File: src/rtl/xup_74ls_pkg.sv
//------------------------------------------------------------------------------
// Module      : xup_74ls_pkg
// Description : Shared types, modulus constants and terminal-count helper for
//               the 74-series counter blocks.
// Revision    : 1.0 - initial release
//------------------------------------------------------------------------------
`default_nettype none

package xup_74ls_pkg;

    localparam int MOD_DECADE = 10;
    localparam int MOD_BINARY = 16;

    typedef logic [3:0] nibble_t;

    function automatic nibble_t terminal_count(input int modulus, input logic up);
        terminal_count = up ? nibble_t'(modulus - 1) : nibble_t'(0);
    endfunction

endpackage

`default_nettype wire

File: src/rtl/counter_next_state.sv
//------------------------------------------------------------------------------
// Module      : counter_next_state
// Description : Combinational next-Q for the 74LS16x counter: load, count or
//               hold. Down counting is built only with XUP_74LS16X_UPDOWN_EN.
// Revision    : 1.0 - initial release
//------------------------------------------------------------------------------
`default_nettype none

module counter_next_state
    import xup_74ls_pkg::*;
#(
    parameter int MODULUS = MOD_BINARY
) (
    input  logic    [3:0] q_i,
    input  logic    [3:0] d_i,
    input  logic          load_n_i,
    input  logic          enp_i,
    input  logic          ent_i,
`ifdef XUP_74LS16X_UPDOWN_EN
    input  logic          up_i,
`endif
    output nibble_t       q_next_o
);

    localparam nibble_t c_LAST = nibble_t'(MODULUS - 1);

    nibble_t w_count;

    always_comb begin
        w_count = q_i + 4'd1;
        // States above the last legal count exist only in decade mode after a load.
        if (q_i > c_LAST) begin
            w_count = 4'd0;
        end
`ifdef XUP_74LS16X_UPDOWN_EN
        else if (!up_i) begin
            w_count = (q_i == 4'd0) ? c_LAST : (q_i - 4'd1);
        end
`endif
        else if (q_i == c_LAST) begin
            w_count = 4'd0;
        end
    end

    always_comb begin
        q_next_o = q_i;
        if (!load_n_i) begin
            q_next_o = d_i;
        end else if (enp_i && ent_i) begin
            q_next_o = w_count;
        end
    end

endmodule

`default_nettype wire

File: src/rtl/sync_4bit_counter.sv
//------------------------------------------------------------------------------
// Module      : sync_4bit_counter
// Description : Synchronous 4-bit presettable counter (74LS160/161 style) with
//               asynchronous clear and combinational ripple carry.
//               Optional macro XUP_74LS16X_UPDOWN_EN adds the U_D port.
// Revision    : 1.0 - initial release
//------------------------------------------------------------------------------
`default_nettype none

module sync_4bit_counter
    import xup_74ls_pkg::*;
#(
    parameter int Delay   = 0,
    parameter int MODULUS = MOD_BINARY
) (
    input  logic       CLK,
    input  logic       CLR_N,
    input  logic       LOAD_N,
    input  logic       ENP,
    input  logic       ENT,
    input  logic [3:0] D,
`ifdef XUP_74LS16X_UPDOWN_EN
    input  logic       U_D,
`endif
    output logic [3:0] Q,
    output logic       RCO
);

    generate
        if (MODULUS != MOD_DECADE && MODULUS != MOD_BINARY) begin : g_bad_modulus
            $error("sync_4bit_counter: MODULUS must be 10 or 16");
        end
        if (Delay < 0) begin : g_bad_delay
            $error("sync_4bit_counter: Delay must be non-negative");
        end
    endgenerate

    nibble_t q_q;
    nibble_t q_d;
    logic    w_up;

`ifdef XUP_74LS16X_UPDOWN_EN
    assign w_up = U_D;
`else
    assign w_up = 1'b1;
`endif

    counter_next_state #(
        .MODULUS (MODULUS)
    ) u_next (
        .q_i      (q_q),
        .d_i      (D),
        .load_n_i (LOAD_N),
        .enp_i    (ENP),
        .ent_i    (ENT),
`ifdef XUP_74LS16X_UPDOWN_EN
        .up_i     (w_up),
`endif
        .q_next_o (q_d)
    );

    always_ff @(posedge CLK or negedge CLR_N) begin
        if (!CLR_N) begin
            q_q <= 4'h0;
        end else begin
            q_q <= q_d;
        end
    end

    // Carry is purely combinational so a cascade ripples within one clock.
    assign Q   = q_q;
    assign RCO = ENT & (q_q == terminal_count(MODULUS, w_up));

endmodule

`default_nettype wire

File: config.mk
export PLATFORM = sky130hd
export DESIGN_NAME = sync_4bit_counter
export DESIGN_NICKNAME = d
export VERILOG_FILES = /design/src/rtl/xup_74ls_pkg.sv /design/src/rtl/counter_next_state.sv /design/src/rtl/sync_4bit_counter.sv
export SDC_FILE = /design/constraint.sdc
export NUM_CORES = 1
export LEC_CHECK = 0
export CAP_MARGIN = 20
export CORE_AREA = 4 4 41 43
export DETAILED_ROUTE_END_ITERATION = 10
export DIE_AREA = 0 0 45 47
export SLEW_MARGIN = 30
export SYNTH_ARGS = -nofsm -noshare
export SYNTH_HDL_FRONTEND = slang
export SYNTH_SLANG_ARGS = --single-unit
File: constraint.sdc
create_clock -name CLK -period 1.1 [get_ports CLK]
set_input_delay 0.11 -clock CLK [delete_from_list [all_inputs] [get_ports CLK]]
set_output_delay 0.11 -clock CLK [all_outputs]
set_load 0.005 [all_outputs]
# After elaboration in Yosys (flattened, before gate mapping)
# Cells that the tools add are included.
# op_classes
bitwise_logic	1
muxes	4
n_eq_ne	2
n_addsub	1
magnitude_cmp	1
reduce_logical	1
# ops
operator	count
$mux 4	4
$add 4x1->4 const B	1
$eq 4x4->1 const B	1
$gt 4x4->1 const B	1
$ne 2x1->1 const B	1
$and 1x1->1	1
$logic_and 1x1->1	1
# word_totals
ff_bits	4
word_cells	11
out_inout_bits	5
inputBits	9

# Longest topological paths before layout
# depth
depth_word	5
depth_mapped	4
mapped_depth_nobuf	4

# By module
# A second synthesis with hierarchy kept.
# unflattened
cells_unflattened	28
hier_area_um2	254.0
# by_module_without_submodules
mod	cells_per_inst	area_per_inst_um2	instances	seq_area_each_um2
counter_next_state	21	141.4	1	0.0
sync_4bit_counter	7	112.6	1	100.1

# Worst setup path after synthesis
# Ideal clock, no wire load.
# synth_timing
path_kind	register to register
from	register q_q[0], in the netlist Q[0]
to	register q_q[0], in the netlist Q[0]
stages_incl_launch_ff	4
period_less_slack_ns	1.133
t_arrival_ns	1.051
setup_time_ns	0.082
path_slack_ns	-0.033
required_ns	1.018
path_buffers	0
path_cell_list	dfrtp_1 > ha_1 > a311o_1 > a31oi_1
# synth_via
elab_chain_cells	5
elab_cells_between_ends	7
classes_between	1 x add/sub; 1 x order compare; 1 x eq/ne; 4 x mux
# synth_lines
item	line_no	text
from (decl)	sync_4bit_counter.sv:38	nibble_t q_q;
from (signal assigned)	sync_4bit_counter.sv:66	q_q <= q_d;
$add 4x1->4 or $eq 4x4->1 (tied branches)	counter_next_state.sv:30, counter_next_state.sv:40	
$mux 4	counter_next_state.sv:40	else if (q_i == c_LAST) begin
$mux 4 (*)	counter_next_state.sv:32	if (q_i > c_LAST) begin
$mux 4 (*)	counter_next_state.sv:49	end else if (enp_i && ent_i) begin
$mux 4 (*)	counter_next_state.sv:47	if (!load_n_i) begin
# Mark *: on every way between the ends. The rest lies on a longest branch, timed or not. The select of a mux whose other input is x is not followed.
# A chain may end at the register's enable or synchronous reset.

# Worst setup path after layout
# layout_timing
from	register q_q[1], in the netlist Q[1]
to	register q_q[0], in the netlist Q[0]
# layout_via
elab_chain_cells	5
elab_cells_between_ends	6
classes_between	1 x order compare; 1 x eq/ne; 4 x mux
# layout_lines
item	line_no
parallel branches: the longest is 2 deep, another holds $gt 4x4->1	--
$mux 4 (*)	counter_next_state.sv:32
$mux 4 (*)	counter_next_state.sv:49
$mux 4 (*)	counter_next_state.sv:47
# Mark *: on every way between the ends. The select of a mux whose other input is x is not followed.

==> flow_metrics.tcl <==
set metrics [dict create \
    status "complete, but fails checks" \
    violations "negative setup slack" \
    min_period_ps 1230 \
    grt_pass1_vias 308 \
    ctsRootBufferMaster "clkbuf_4" \
    synth-edff-count 0 \
    wl_per_cell_um 11.0 \
    cp_slowest_stage_delay_ps 410 \
    drive_gt1_share_pct 42.6 \
    synth_nets 36 \
    firstDrtPassIters 2 \
    leakage_nw 0.251 \
    hold_buffers 0 \
    r2r_start "Q[1]$_DFFE_PN0P_" \
    cap_viol_max_count 0 \
    htree_num_levels 1 \
    r2r_cells 4 \
    peakVddDrop_mv 0.508 \
    setup_slack_ps -131 \
    largest_reg_flops 4 \
    yosys.cell_types.count 15 \
    placementRows 13 \
    synth_warnings 0 \
    max_slew.worst_pin.slew_ps 282 \
    port_buffers 13 \
    critPathBufInv 1 \
    postLayoutCoreUtil_pct 42.7 \
    grt_pass1_wl_mm 1.14 \
    die_area_um2 2120 \
    clk_latency_ps 230 \
    fin_crit_sh_pct 112 \
    finalPower_mw 0.611 \
    r2r-end "Q[0]$_DFFE_PN0P_" \
    post-route-drc-count 0 \
    hold_class "in2async" \
    setup_violations 5 \
    critPathTopFamily "compound AO/OA/AOI/OAI gates" \
    antenna_found_initial 0 \
    gp_congestion 0.704 \
    synthTopCellsByArea "dfrtp_1 (43%), a21oi_1 (6.4%), nor2_1 (6.4%)" \
    clock_path_buffers 2 \
    r2r_setup_slack_ps -130 \
    cpMaxStageDelayCell "dfrtp_1" \
    tns_ps -491 \
    synth_common_cells "dfrtp_1 (4), nor2_1 (4), a21oi_1 (3), nand2_1 (3), a31oi_1 (2)" \
    ys_ff_latch 4 \
    gr-total-overflow 0 \
    antenna_left 0 \
    synth_top_area_cell "dfrtp_1" \
    vias 303 \
    cts.sinks 4 \
    synth-async-reset-ratio_pct 100 \
    viasPerCell 4.39 \
    die_x_um 45 \
    pre_cts_ws_ps -308 \
    finClkSkew_ps 2.55 \
    numPlacedInstances 59 \
    max-slew-margin-rel_pct 81.1 \
    die_y_um 47 \
    maxSlewViolCount 0 \
    ys_dominant_reg_cell "dfrtp_1" \
    timing.fmax_mhz 812 \
    cp_data_required_time_ps 1240 \
    fin_nets 66 \
    path_clk_slew_ps 40 \
    avgSynthCellArea_um2 9.05 \
    dp_hpwl_um 536 \
    syn_to_final_growth_pct 136 \
    syn_area_um2 235 \
    design_area_um2 556 \
    grt.met3_usage_pct 1.15 \
    final_hold_viol_count 0 \
    fp.coreArea_um2 1300 \
    crit_arrival_ps 1370 \
    drt_iter0_drc 2 \
    synth.top_cell.area_share_pct 42.6 \
    final_cells 69 \
    cts_made_buffers 3 \
    use_met1_pct 8.06 \
    critPathLaunchType "flop" \
    synth_seq_area_share_pct 42.6 \
    placed_cell_area_um2 428 \
    start_util_pct 18.1 \
    grt_max_degree 9 \
    path_class "reg2reg" \
    p_per_area_nw_per_um2 1100 \
    syn_inst 26 \
    crit_fanout 3 \
    num_antenna_cells 0 \
    hold_slack_ps 77.4 \
    path_cells "ha_4, buf_6, a311o_1, a31oi_1" \
    io_pins 14 \
    drt_wl_total_um 760 \
    top_usage_layer "met2" \
    grt_util_met2_pct 13.3 \
    cts_tree "done" \
    rsz0062_at_grt "yes" \
    grt_usage_pct 7.70 \
    cp-end-kind "flop" \
]
## layout make-up
cell class | count | area, um2
Clock buffer | 3 | 22.5
Fill cell | 154 | 746
Multi-Input combinational cell | 21 | 146
Sequential cell | 4 | 100
Tap cell | 15 | 18.8
Timing Repair Buffer | 26 | 268
## what timing repair did
action,in CTS,in global routing
buffers inserted,5,2
gates resized for setup,21,8
pin swaps,5,2
setup endpoints to repair,7,6
## report_power, final
group,switching (mW),internal [mW]
Clock,0.0576,0.122
Sequential,0.0148,0.165
Combinational,0.0852,0.167
Total,0.158,0.453
## per-layer routing
metal	share of wire [%]	wire, um
met5	0	0
met4	0	0
met3	11	82
met2	49	370
met1	40	307
## worst register-to-register path: cells and delay by family, from the launching register on
family / cells / cell delay [ps]
buffers and inverters: 1 / 110
flip-flops: 1 / 410
AO/OA/AOI/OAI: 2 / 440
adder cells (fa/ha/maj): 1 / 180
## logic make-up (layout without fill, tap and decap cells)
family,after synthesis,in the layout,synth area share [%]
AOI/OAI and AO/OA,7,7,18.1
xor gates and xnor gates,1,1,3.72
adders and majority gates,1,1,5.32
buffers and inverters,1,29,1.59
DFF,4,4,42.6
muxes,1,1,4.26
and+or+nand+nor,11,11,24.5
## cells in the final DEF, fill, tap and decap left out, drive strengths merged
cell,count
and4,1
or3,1
clkbuf,3
dlymetal6s2s,1
o21ai,1
nor2,4
clkdlybuf4s50,7
nand2,3
clkdlybuf4s15,2
a21oi,3
nand3,2
a31oi,2
dfrtp,4
ha,1
mux2i,1
buf,16
xor2,1
a311o,1
## worst max-delay path by stage
stage,startpoint,endpoint,slack [ps],cells past startpoint
final,Q[1]$_DFFE_PN0P_,Q[0]$_DFFE_PN0P_,-130,4
after global routing,Q[1]$_DFFE_PN0P_,Q[3]$_DFFE_PN0P_,-180,5
after CTS,Q[1]$_DFFE_PN0P_,Q[0]$_DFFE_PN0P_,-130,4
after detailed placement,ENT,RCO,-310,3
after global placement,ENT,RCO,-280,3
after floorplan,Q[0]$_DFFE_PN0P_,Q[0]$_DFFE_PN0P_,1,3
Note: power is estimated with default switching activity, not from simulation.
